File: src/rtl/muldiv_ctrl.sv
// muldiv_ctrl: latency sequencer for the shared mul/div unit and HI/LO.
// Ports: clk, rst (sync, active-low), muldiv_start, mul0_div1_sel,
//   div_zero, hilo_rd, flushE -> busy, stall_req, hilo_we, op_div, cnt.
// Optional: MULDIV_DIVZERO_FAST_EN finishes divide-by-zero after 1 cycle.
module muldiv_ctrl #(
  parameter int MUL_LAT = 4,
  parameter int DIV_LAT = 32,
  parameter int CNT_W   = 6
) (
  input  logic             clk,
  input  logic             rst,
  input  logic             muldiv_start,
  input  logic             mul0_div1_sel,
  input  logic             div_zero,
  input  logic             hilo_rd,
  input  logic             flushE,
  output logic             busy,
  output logic             stall_req,
  output logic             hilo_we,
  output logic             op_div,
  output logic [CNT_W-1:0] cnt
);

  typedef enum logic [1:0] {
    S_IDLE,
    S_BUSY,
    S_WRITE
  } state_t;

  localparam logic [CNT_W-1:0] MUL_M1 = CNT_W'(MUL_LAT - 1);
  localparam logic [CNT_W-1:0] DIV_M1 = CNT_W'(DIV_LAT - 1);

  state_t           r_state;
  logic [CNT_W-1:0] r_cnt;
  logic             r_op_div;
  logic             r_busy;
  logic             r_hilo_we;

  logic             w_accept;
  logic [CNT_W-1:0] w_load;

  assign w_accept = muldiv_start & ~flushE
                  & (r_state == S_IDLE);

`ifdef MULDIV_DIVZERO_FAST_EN
  // HI/LO are undefined on /0, so skip the iteration.
  always_comb begin
    w_load = mul0_div1_sel ? DIV_M1 : MUL_M1;
    if (mul0_div1_sel && div_zero)
      w_load = '0;
  end
`else
  logic w_unused_dz;
  assign w_unused_dz = div_zero;
  assign w_load = mul0_div1_sel ? DIV_M1 : MUL_M1;
`endif

  always_ff @(posedge clk) begin
    if (!rst) begin
      r_state   <= S_IDLE;
      r_cnt     <= '0;
      r_op_div  <= 1'b0;
      r_busy    <= 1'b0;
      r_hilo_we <= 1'b0;
    end else begin
      unique case (r_state)
        S_IDLE: begin
          if (w_accept) begin
            r_state  <= S_BUSY;
            r_op_div <= mul0_div1_sel;
            r_cnt    <= w_load;
            r_busy   <= 1'b1;
          end
        end
        S_BUSY: begin
          if (r_cnt == '0) begin
            r_state   <= S_WRITE;
            r_hilo_we <= 1'b1;
          end else begin
            r_cnt <= r_cnt - 1'b1;
          end
        end
        S_WRITE: begin
          r_state   <= S_IDLE;
          r_busy    <= 1'b0;
          r_hilo_we <= 1'b0;
        end
        default: begin
          r_state   <= S_IDLE;
          r_cnt     <= '0;
          r_busy    <= 1'b0;
          r_hilo_we <= 1'b0;
        end
      endcase
    end
  end

  // A flushed instruction is dead; it must not hold the pipe.
  assign stall_req = r_busy & (muldiv_start | hilo_rd) & ~flushE;
  assign busy      = r_busy;
  assign hilo_we   = r_hilo_we;
  assign op_div    = r_op_div;
  assign cnt       = r_cnt;

endmodule

File: config.mk
export PLATFORM = sky130hd
export DESIGN_NAME = muldiv_ctrl
export DESIGN_NICKNAME = d
export VERILOG_FILES = /design/src/rtl/muldiv_ctrl.sv
export SDC_FILE = /design/constraint.sdc
export NUM_CORES = 1
export LEC_CHECK = 0
export ABC_AREA = 1
export CORE_AREA = 8 8 45 47
export DETAILED_ROUTE_END_ITERATION = 8
export DIE_AREA = 0 0 53 55
export HOLD_SLACK_MARGIN = 0.06
export PLACE_DENSITY = 0.82
export SYNTH_ARGS = -nofsm -noshare
export SYNTH_HDL_FRONTEND = slang
export SYNTH_SLANG_ARGS = --single-unit
File: constraint.sdc
create_clock -name clk -period 2.58 [get_ports clk]
set_input_delay 0.387 -clock clk [delete_from_list [all_inputs] [get_ports clk]]
set_output_delay 0.387 -clock clk [all_outputs]
set_load 0.02 [all_outputs]
==> summary.md <==
| Metric | Value |
|---|---|
| Quantity of I/O buffers inserted on ports | `15` |
| Worst-Skew Late Latency | `0.27 ns` |
| CP arrival | `1.64 ns` |
| Layout cells sized above 1 | `10.9%` |
| LEAKAGE | `0.354 nW` |
| Synth Area per Inst | `6.74 um^2` |
| Worst path required time | `2.19 ns` |
| Hold Vio Cnt, Final | `0` |
| F_max | `492 MHz` |
| Die Height | `55 um` |
| Clock Root Buffer | `clkbuf_4` |
| Sequential share of the synthesized area | `35.9%` |
| I/O pin count | `17` |
| CP Capture Type | `output pin` |
| DRT Wirelength | `1380 um` |
| Total design power | `between 0.4 and 0.5 mW` |
| Post-synthesis register bit count | `11` |
| Worst Setup Start Kind | `input port` |
| H-Tree Depth | `1` |
| Core area | `roughly 1400 um^2` |
| Dpl cell area | `783 um^2` |
| Average via count per standard cell | `4.90` |
| Row cnt | `14` |
| Post-CTS Hold Buffers | `0` |
| GRT Total Usage | `11.5%` |
| Die X | `between 50 and 60 um` |
| Status | `complete, no violations` |
| Synth Cell Area | `613 um^2` |
| Commonest non-fill, non-tap cell in the layout | `nand2_1` |
| Placed insts | `122` |
| RSZ-0062 raised after global routing | `no` |
| Final period utilization | `78.7%` |
| Most frequent cells in the layout | `nand2_1 (22), nor2_1 (17), clkdlybuf4s50_1 (15)` |
| HPWL Detailed | `1100 um` |
| MaxCap Viol Count | `0` |
| Final instance area | `810 um^2` |
| # resized after CTS | `0` |
| DR vias | `618` |
| Yosys cell types | `17` |
| Die area | `2920 um^2` |
| Setup Skew | `0.00738 ns` |
| Slew @ Worst Pin | `~0.27 ns` |
| Largest net degree at the start of global routing | `10` |
| Clock transition at path regs | `roughly 0.060 ns` |
| Grt total ovfl | `0` |
| CP Class | `in2out` |
| Drt first pass iters | `4` |
| Initial Util | `44.3%` |
| Vias in the first global route | `between 500 and 600` |
| Setup_tns | `0 ns` |
| Layout area overhead | `32.0%` |
| Slew Viols, Final | `0` |
| Filler cells | `134` |
| ANT nets after route | `0` |
| Ant. Diodes | `0` |
| Drt wl/cell | `11.0 um` |
| VDD IR-drop max | `0.000294 V` |
| Gpl congestion | `0.884` |
| Synthesized Nets | `100` |
| First-pass GRT wire length | `2390 um` |
| Max_slew headroom | `between 80% and 90%` |
| Cell count after synthesis | `between 90 and 100` |
| CTS sink count | `11` |
| CTS tree | `yes` |
| Pwr dens | `605 nW/um^2` |
| DRC viols | `0` |
| Detailed Route Iter0 Violations | `10` |
| Yosys warnings | `0` |
| Type of the worst min-delay path | `reg2reg` |
| Initial antenna violation count | `0` |
| Fin crit period | `2.03 ns` |
| Fin cells | `about 130` |
| Clk buf depth | `2` |
| Nets@finish | `between 100 and 150` |
| Crit Path Max Fanout | `2` |
| # Post-CTS Setup Buffers | `0` |
| Final-report setup violation count | `0` |
| Total CTS buffers | `3` |
[logic make-up (layout without fill, tap and decap cells)]
family / Yosys count / count (layout) / share of synthesized area, %
and+or+nand+nor: 53 / 53 / 41.6
adders and majority gates: 2 / 2 / 4.08
xor gates and xnor gates: 1 / 1 / 1.43
DFF: 11 / 11 / 35.9
buffers and inverters: 13 / 32 / 7.96
AOI/OAI and AO/OA: 11 / 11 / 8.98
[final cells by class]
class	count	area [um^2]	share of cell area, %
clock buffers	4	26.3	3.25
inverters	13	48.8	6.03
well taps	16	20.0	2.47
multi-input cells	67	344	42.5
repair buffers	15	150	18.5
flip-flops and latches	11	220	27.2
[where the power goes]
group	internal, mW	leakage, nW	switching [mW]
sequential	0.186	0.0905	0.0190
clock	0.0600	0.0150	0.0581
combinational	0.0708	0.249	0.0958
total	0.317	0.354	0.173
[layer usage]
metal	up-vias	part of all wire [%]	GRT usage (%)
met2	9	49	19.1
met5	-	0	0
met3	5	5.1	5.35
li1	322	-	-
met4	0	2.5	7.76
met1	282	43	11.2
[worst paths after layout]
kind | cells after the start | slack (ns) | end | startpoint
hold reg to reg | 2 | 0.47 | op_div | op_div
setup / recovery | 4 | 0.55 | stall_req | muldiv_start
setup reg to reg | 7 | 1.33 | cnt[1] | cnt[0]
hold / removal | 2 | 0.47 | op_div | op_div
[critical path, cell delays in order]
cell,delay [ns]
clkdlybuf4s50_1,0.47
o21ai_0,0.08
nor2_1,0.09
clkdlybuf4s50_1,0.61
[registers in the layout, summed over array words and instances (netlist names)]
name     cells
cnt          6
r_state      2
busy         1
hilo_we      1
op_div       1
[Yosys cell counts]
cell type / instances / area (um^2)
a21oi_1: 7 / 35.0
dfxtp_1: 11 / 220
nor2_2: 1 / 6.26
inv_1: 10 / 37.5
nand2_2: 1 / 6.26
o21ai_0: 1 / 5.00
nand4_1: 1 / 6.26
xnor2_1: 1 / 8.76
nand2_1: 22 / 82.6
nand2_4: 1 / 11.3
nand4_4: 1 / 21.3
o21ai_1: 3 / 15.0
nor2_4: 2 / 22.5
nand3_1: 7 / 35.0
nor2_1: 17 / 63.8
inv_2: 3 / 11.3
ha_1: 2 / 25.0
[stage by stage]
| step | setup slack (ns) | hold WS, ns | utilization, % |
|---|---|---|---|
| finish | 0.549 | 0.467 | 58.5 |
| global route | 0.528 | 0.496 | 58.5 |
| CTS | 0.538 | 0.472 | 58.5 |
| detailed placement | 0.537 | 0.462 | 56.6 |
| global placement | 0.567 | 0.450 | 56.6 |
| floorplan | 1.28 | 0.507 | - |
No activity file was read; power rests on OpenSTA's default activity.
